--- src/rtl/mem_arb_pkg.sv ---
// Shared types for the fetch/data memory port arbiter.
// State and grant-source encodings plus the word width.
package mem_arb_pkg;

  localparam int XLEN = 32;

  typedef enum logic [1:0] {
    IDLE,
    BUSY_I,
    BUSY_D,
    RESP
  } arb_state_t;

  typedef enum logic {
    SRC_I,
    SRC_D
  } arb_src_t;

endpackage

--- src/rtl/mem_timeout_counter.sv ---
// Counts cycles of an outstanding memory request.
// Flags expiry once the count reaches TIMEOUT.
module mem_timeout_counter #(
  parameter int TIMEOUT = 255
) (
  input  logic clk,
  input  logic reset,
  input  logic run,
  input  logic clr,
  output logic expired
);

  localparam int W = $clog2(TIMEOUT + 1);
  localparam logic [W-1:0] LIMIT = W'(TIMEOUT);

  logic [W-1:0] r_cnt;

  // Holds at LIMIT so a long stall can never wrap back to zero.
  always_ff @(posedge clk) begin
    if (reset || clr) begin
      r_cnt <= '0;
    end else if (run && (r_cnt != LIMIT)) begin
      r_cnt <= r_cnt + 1'b1;
    end
  end

  assign expired = (r_cnt == LIMIT);

endmodule

--- src/rtl/mem_port_arbiter.sv ---
// Shares one word memory port between fetch and data access.
// Data wins ties unless fetch has been starved STARVE_MAX grants.
module mem_port_arbiter
  import mem_arb_pkg::*;
#(
  parameter int TIMEOUT    = 255,
  parameter int STARVE_MAX = 4
) (
  input  logic            clk,
  input  logic            reset,
  input  logic            if_req,
  input  logic [XLEN-1:0] if_addr,
  output logic            if_ack,
  output logic [XLEN-1:0] if_rdata,
  output logic            if_err,
  input  logic            d_req,
  input  logic            d_we,
  input  logic [XLEN-1:0] d_addr,
  input  logic [XLEN-1:0] d_wdata,
  output logic            d_ack,
  output logic [XLEN-1:0] d_rdata,
  output logic            d_err,
  output logic            mem_req,
  output logic            mem_we,
  output logic [XLEN-1:0] mem_addr,
  output logic [XLEN-1:0] mem_wdata,
  input  logic            mem_ack,
  input  logic [XLEN-1:0] mem_rdata
);

  localparam int SW = $clog2(STARVE_MAX + 1);
  localparam logic [SW-1:0] SMAX = SW'(STARVE_MAX);

  arb_state_t r_state;
  arb_state_t w_state_nxt;
  arb_src_t   r_src;

  logic [SW-1:0]   r_starve;
  logic            r_mem_req;
  logic            r_mem_we;
  logic [XLEN-1:0] r_mem_addr;
  logic [XLEN-1:0] r_mem_wdata;
  logic            r_if_ack;
  logic [XLEN-1:0] r_if_rdata;
  logic            r_if_err;
  logic            r_d_ack;
  logic [XLEN-1:0] r_d_rdata;
  logic            r_d_err;

  logic            w_idle;
  logic            w_busy;
  logic            w_grant_d;
  logic            w_grant_i;
  logic            w_expired;
  logic            w_done;
  logic            w_rsp_err;
  logic [XLEN-1:0] w_rsp_data;

  assign w_idle = (r_state == IDLE);
  assign w_busy = (r_state == BUSY_I) ||
                  (r_state == BUSY_D);

  assign w_grant_d = w_idle && d_req &&
                     !(if_req && (r_starve == SMAX));
  assign w_grant_i = w_idle && if_req && !w_grant_d;

  // An ack landing on the expiry cycle still counts as success.
  assign w_done     = w_busy && (mem_ack || w_expired);
  assign w_rsp_err  = !mem_ack;
  assign w_rsp_data = (mem_ack && !r_mem_we) ?
                      mem_rdata : '0;

  mem_timeout_counter #(
    .TIMEOUT(TIMEOUT)
  ) u_tmo (
    .clk    (clk),
    .reset  (reset),
    .run    (w_grant_d || w_grant_i || w_busy),
    .clr    (r_state == RESP),
    .expired(w_expired)
  );

  always_ff @(posedge clk) begin
    if (reset) begin
      r_state <= IDLE;
    end else begin
      r_state <= w_state_nxt;
    end
  end

  always_comb begin
    w_state_nxt = r_state;
    unique case (r_state)
      IDLE: begin
        if (w_grant_d) begin
          w_state_nxt = BUSY_D;
        end else if (w_grant_i) begin
          w_state_nxt = BUSY_I;
        end
      end
      BUSY_I, BUSY_D: begin
        if (w_done) begin
          w_state_nxt = RESP;
        end
      end
      RESP: begin
        w_state_nxt = IDLE;
      end
      default: begin
        w_state_nxt = IDLE;
      end
    endcase
  end

  always_ff @(posedge clk) begin
    if (reset) begin
      r_starve <= '0;
    end else if ((w_idle && !if_req) || w_grant_i) begin
      r_starve <= '0;
    end else if (w_grant_d && if_req &&
                 (r_starve != SMAX)) begin
      r_starve <= r_starve + 1'b1;
    end
  end

  always_ff @(posedge clk) begin
    if (reset) begin
      r_src       <= SRC_I;
      r_mem_req   <= 1'b0;
      r_mem_we    <= 1'b0;
      r_mem_addr  <= '0;
      r_mem_wdata <= '0;
      r_if_ack    <= 1'b0;
      r_if_rdata  <= '0;
      r_if_err    <= 1'b0;
      r_d_ack     <= 1'b0;
      r_d_rdata   <= '0;
      r_d_err     <= 1'b0;
    end else begin
      r_if_ack <= 1'b0;
      r_d_ack  <= 1'b0;
      if (w_grant_d) begin
        r_src       <= SRC_D;
        r_mem_req   <= 1'b1;
        r_mem_we    <= d_we;
        r_mem_addr  <= d_addr;
        r_mem_wdata <= d_wdata;
      end else if (w_grant_i) begin
        r_src       <= SRC_I;
        r_mem_req   <= 1'b1;
        r_mem_we    <= 1'b0;
        r_mem_addr  <= if_addr;
        r_mem_wdata <= '0;
      end
      if (w_done) begin
        r_mem_req <= 1'b0;
        if (r_src == SRC_D) begin
          r_d_ack   <= 1'b1;
          r_d_rdata <= w_rsp_data;
          r_d_err   <= w_rsp_err;
        end else begin
          r_if_ack   <= 1'b1;
          r_if_rdata <= w_rsp_data;
          r_if_err   <= w_rsp_err;
        end
      end
    end
  end

  assign mem_req   = r_mem_req;
  assign mem_we    = r_mem_we;
  assign mem_addr  = r_mem_addr;
  assign mem_wdata = r_mem_wdata;
  assign if_ack    = r_if_ack;
  assign if_rdata  = r_if_rdata;
  assign if_err    = r_if_err;
  assign d_ack     = r_d_ack;
  assign d_rdata   = r_d_rdata;
  assign d_err     = r_d_err;

endmodule

--- config.mk ---
export PLATFORM = sky130hd
export DESIGN_NAME = mem_port_arbiter
export DESIGN_NICKNAME = d
export VERILOG_FILES = /design/src/rtl/mem_arb_pkg.sv /design/src/rtl/mem_timeout_counter.sv /design/src/rtl/mem_port_arbiter.sv
export SDC_FILE = /design/constraint.sdc
export NUM_CORES = 1
export LEC_CHECK = 0
export CORE_AREA = 2 2 119 121
export CTS_CLUSTER_SIZE = 10
export DETAILED_ROUTE_END_ITERATION = 16
export DIE_AREA = 0 0 121 123
export PLACE_DENSITY = 0.83
export SYNTH_ARGS = -nofsm -noshare
export SYNTH_HDL_FRONTEND = slang
export SYNTH_HIERARCHICAL = 1
export SYNTH_SLANG_ARGS = --single-unit
--- constraint.sdc ---
create_clock -name clk -period 3.9 [get_ports clk]
set_input_delay 0.39 -clock clk [delete_from_list [all_inputs] [get_ports clk]]
set_output_delay 0.39 -clock clk [all_outputs]
set_load 0.01 [all_outputs]
==> summary.txt <==
Yosys
  • Synth area leader: dfxtp_1
  • Top cells by area, synth: dfxtp_1 48%, a2111oi_2 7.1%, nor2_1 6.3%
  • Ys Warns: 6
  • Synth cell types: 48
  • Ys flop type: dfxtp_1
  • Syn Area/Cell: 8.766 um2
  • Syn Std Cell Area: 6171 um2
  • EDFF count, synth: 0
  • Sequential element share of the synthesized area: 48.01%
  • Yosys top cell area share: 48.01%
  • Post-synth net total: 844
  • Ys async rst share: 0%
  • Top post-synthesis cells by count: 148 x dfxtp_1, 103 x nor2_1, 71 x a21oi_1
  • Flops & latches, synth: 148
  • Count leader, synth: dfxtp_1
  • Mapped Cells: 704

Finish
  • Diodes inserted: 0
  • Finished Layout Cells: 1,123
  • Post-layout util: 69.13%
  • Fillers: 1,093
  • # nets final: 1,071
  • Area growth from synthesis to layout: 52.49%
  • Fraction of layout cells with a size suffix above 1: 8.484%

Worst setup path
  • Critical path arrival: 2.90 ns
  • RR Startpoint: u_tmo/r_cnt[5]
  • Max FO, Critical Path: 24
  • Worst Setup SP: u_tmo/r_cnt[5]
  • FF-to-FF setup slack: 1.34 ns
  • WS Path Type: reg2reg
  • Setup crit end kind: register
  • Worst path required time: 4.24 ns
  • Startpoint Class: register

Die
  • Num rows: 43
  • Die ar.: 14,880 um2
  • Initial Util: 45.34%
  • Num ports: 268
  • Die H: 123 um
  • Chip Width: 121 um
  • CORE AREA: 13,610 um2

Timing
  • Clk_skew: 0.01173 ns
  • Setup_tns: 0 ns
  • # setup viols final: 0
  • Max Slew Vio Count: 0
  • Min cycle time layout: 2.564 ns
  • Hold Vio Cnt, Final: 0
  • Crit share post-route: 65.73%
  • Max Clock Freq: 390.1 MHz
  • RSZ-0062 raised after global routing: false
  • Relative slew slack: 26.64%
  • Worst Tran Pin Value: 1.098 ns

Routing
  • Remaining antenna violation count: 0
  • Iteration-0 DRC Markers: 425
  • Via count: 6,281
  • DRC viols: 0
  • Final wirelength: 18.76 mm
  • Vias per inst: 5.593
  • Average wire per cell in the routed design: 16.71 um
  • First-pass detailed-route iteration total: 7

Global route
  • Pin count of the biggest net entering global routing: 67
  • Total GRT Usage: 24.48%
  • Total global routing overflow: 0
  • First-pass GRT wire length: 29.28 mm
  • Vias in the first global route: 5,956
  • Initial antenna violation count: 0

Flow run
  • Max cap viols: 0

Clocking
  • Post-CTS Setup Repair Bufs: 0
  • Worst skew pair latency: 0.42 ns
  • Number of H-tree levels: 4
  • Clk sinks: 148
  • CTS buffer count: 17
  • Cts hold-fix bufs: 0
  • Root Driver: clkbuf_16
  • Post-cts resize count: 0
  • Clock Path Buffers: 2
  • Reg clk slew, reported paths: 0.06 ns
  • CTS tree: yes

Place
  • Buffers on Ports: 267
  • Post-DP HPWL: 12.61 mm
  • GPL Wtd Cong: 0.8671
  • Placed Cells: 1,092

Power and ir drop
  • VDD IR max: 0.0003459 V
  • Power per cell area: 596.5 nW/um2
  • Tot Pwr: 5.613 mW
  • Lkg Pwr: 3.222 nW

Worst hold path
  • Hold Crit Class: in2reg
  • Hold path start: reset

Outcome
  • Run status: completed
==> worst paths after layout <==
check,depth (start not counted),end
max,7,d_rdata[18]
max reg2reg,7,d_rdata[18]
min reg2reg,2,d_rdata[19]
min,2,mem_wdata[14]
==> cell families after synthesis <==
logic type                 after synthesis  share of synthesized area (%)
adders and majority gates                6                          1.217
muxes                                    3                         0.4866
DFF                                    148                          48.01
AOI/OAI and AO/OA                      194                          23.89
buffers and inverters                   84                          6.245
and+or+nand+nor                        269                          20.15
==> sequential cells by signal (all words and copies together) (netlist names) <==
| name | flops |
|---|---|
| d_rdata | 32 |
| if_rdata | 32 |
| mem_addr | 32 |
| mem_wdata | 32 |
| u_tmo/r_cnt | 8 |
| r_starve | 3 |
| r_state | 2 |
| d_ack | 1 |
| d_err | 1 |
| if_ack | 1 |
| if_err | 1 |
| mem_req | 1 |
| mem_we | 1 |
| r_src | 1 |
==> through the flow <==
| step | setup slack (ns) | hold slack, ns | area (um2) |
|---|---|---|---|
| finish | 1.336 | 0.3822 | 9410 |
| CTS | 1.336 | 0.3794 | 9410 |
| floorplan | 2.014 | 0.4492 | 6171 |
| detailed placement | 1.344 | 0.4458 | 8846 |
| global route | 1.053 | 0.3840 | 9410 |
| global placement | 1.430 | 0.4414 | 8846 |
==> routing by layer <==
layer  track usage, %  routed length, um
met3            7.565               1549
met2            41.61               9102
met5                0                  0
met1            28.69               7629
met4            10.17                482
==> final cells by class <==
class | instances | area (um2) | area share, %
Clock buffer | 19 | 432.9 | 4.600
Clock inverter | 12 | 131.4 | 1.396
Inverter | 11 | 41.29 | 0.4388
Multi-Input combinational cell | 472 | 2841 | 30.20
Sequential cell | 148 | 2963 | 31.49
Tap cell | 180 | 225.2 | 2.393
Timing Repair Buffer | 281 | 2775 | 29.49
==> critical path: stages, from the launching register on <==
cell and delay [ns]:
dfxtp_1 0.37, and3_1 0.28, inv_1 0.08, nor3_1 0.47, o211a_1 0.73, buf_4 0.31, nand3_1 0.09, a21oi_1 0.15
==> cell usage in the layout (no fill, tap or decap), types with 25 or more instances in the layout <==
master and instances:
o21ai_0 25, nand4_1 37, dfxtp_1 148, nand3_1 34, a32oi_1 33, a2111oi_2 29
nor3_1 35, clkdlybuf4s50_1 266, nor2_1 103, nand2_1 45, a21oi_1 71
==> report_power, final <==
group	internal, mW	total (mW)	switching [mW]	leakage (nW)
sequential	1.76	1.89	0.129	1.21
combinational	0.930	2.15	1.22	1.74
clock	0.940	1.57	0.630	0.277
Note: power is estimated with default switching activity, not from simulation.
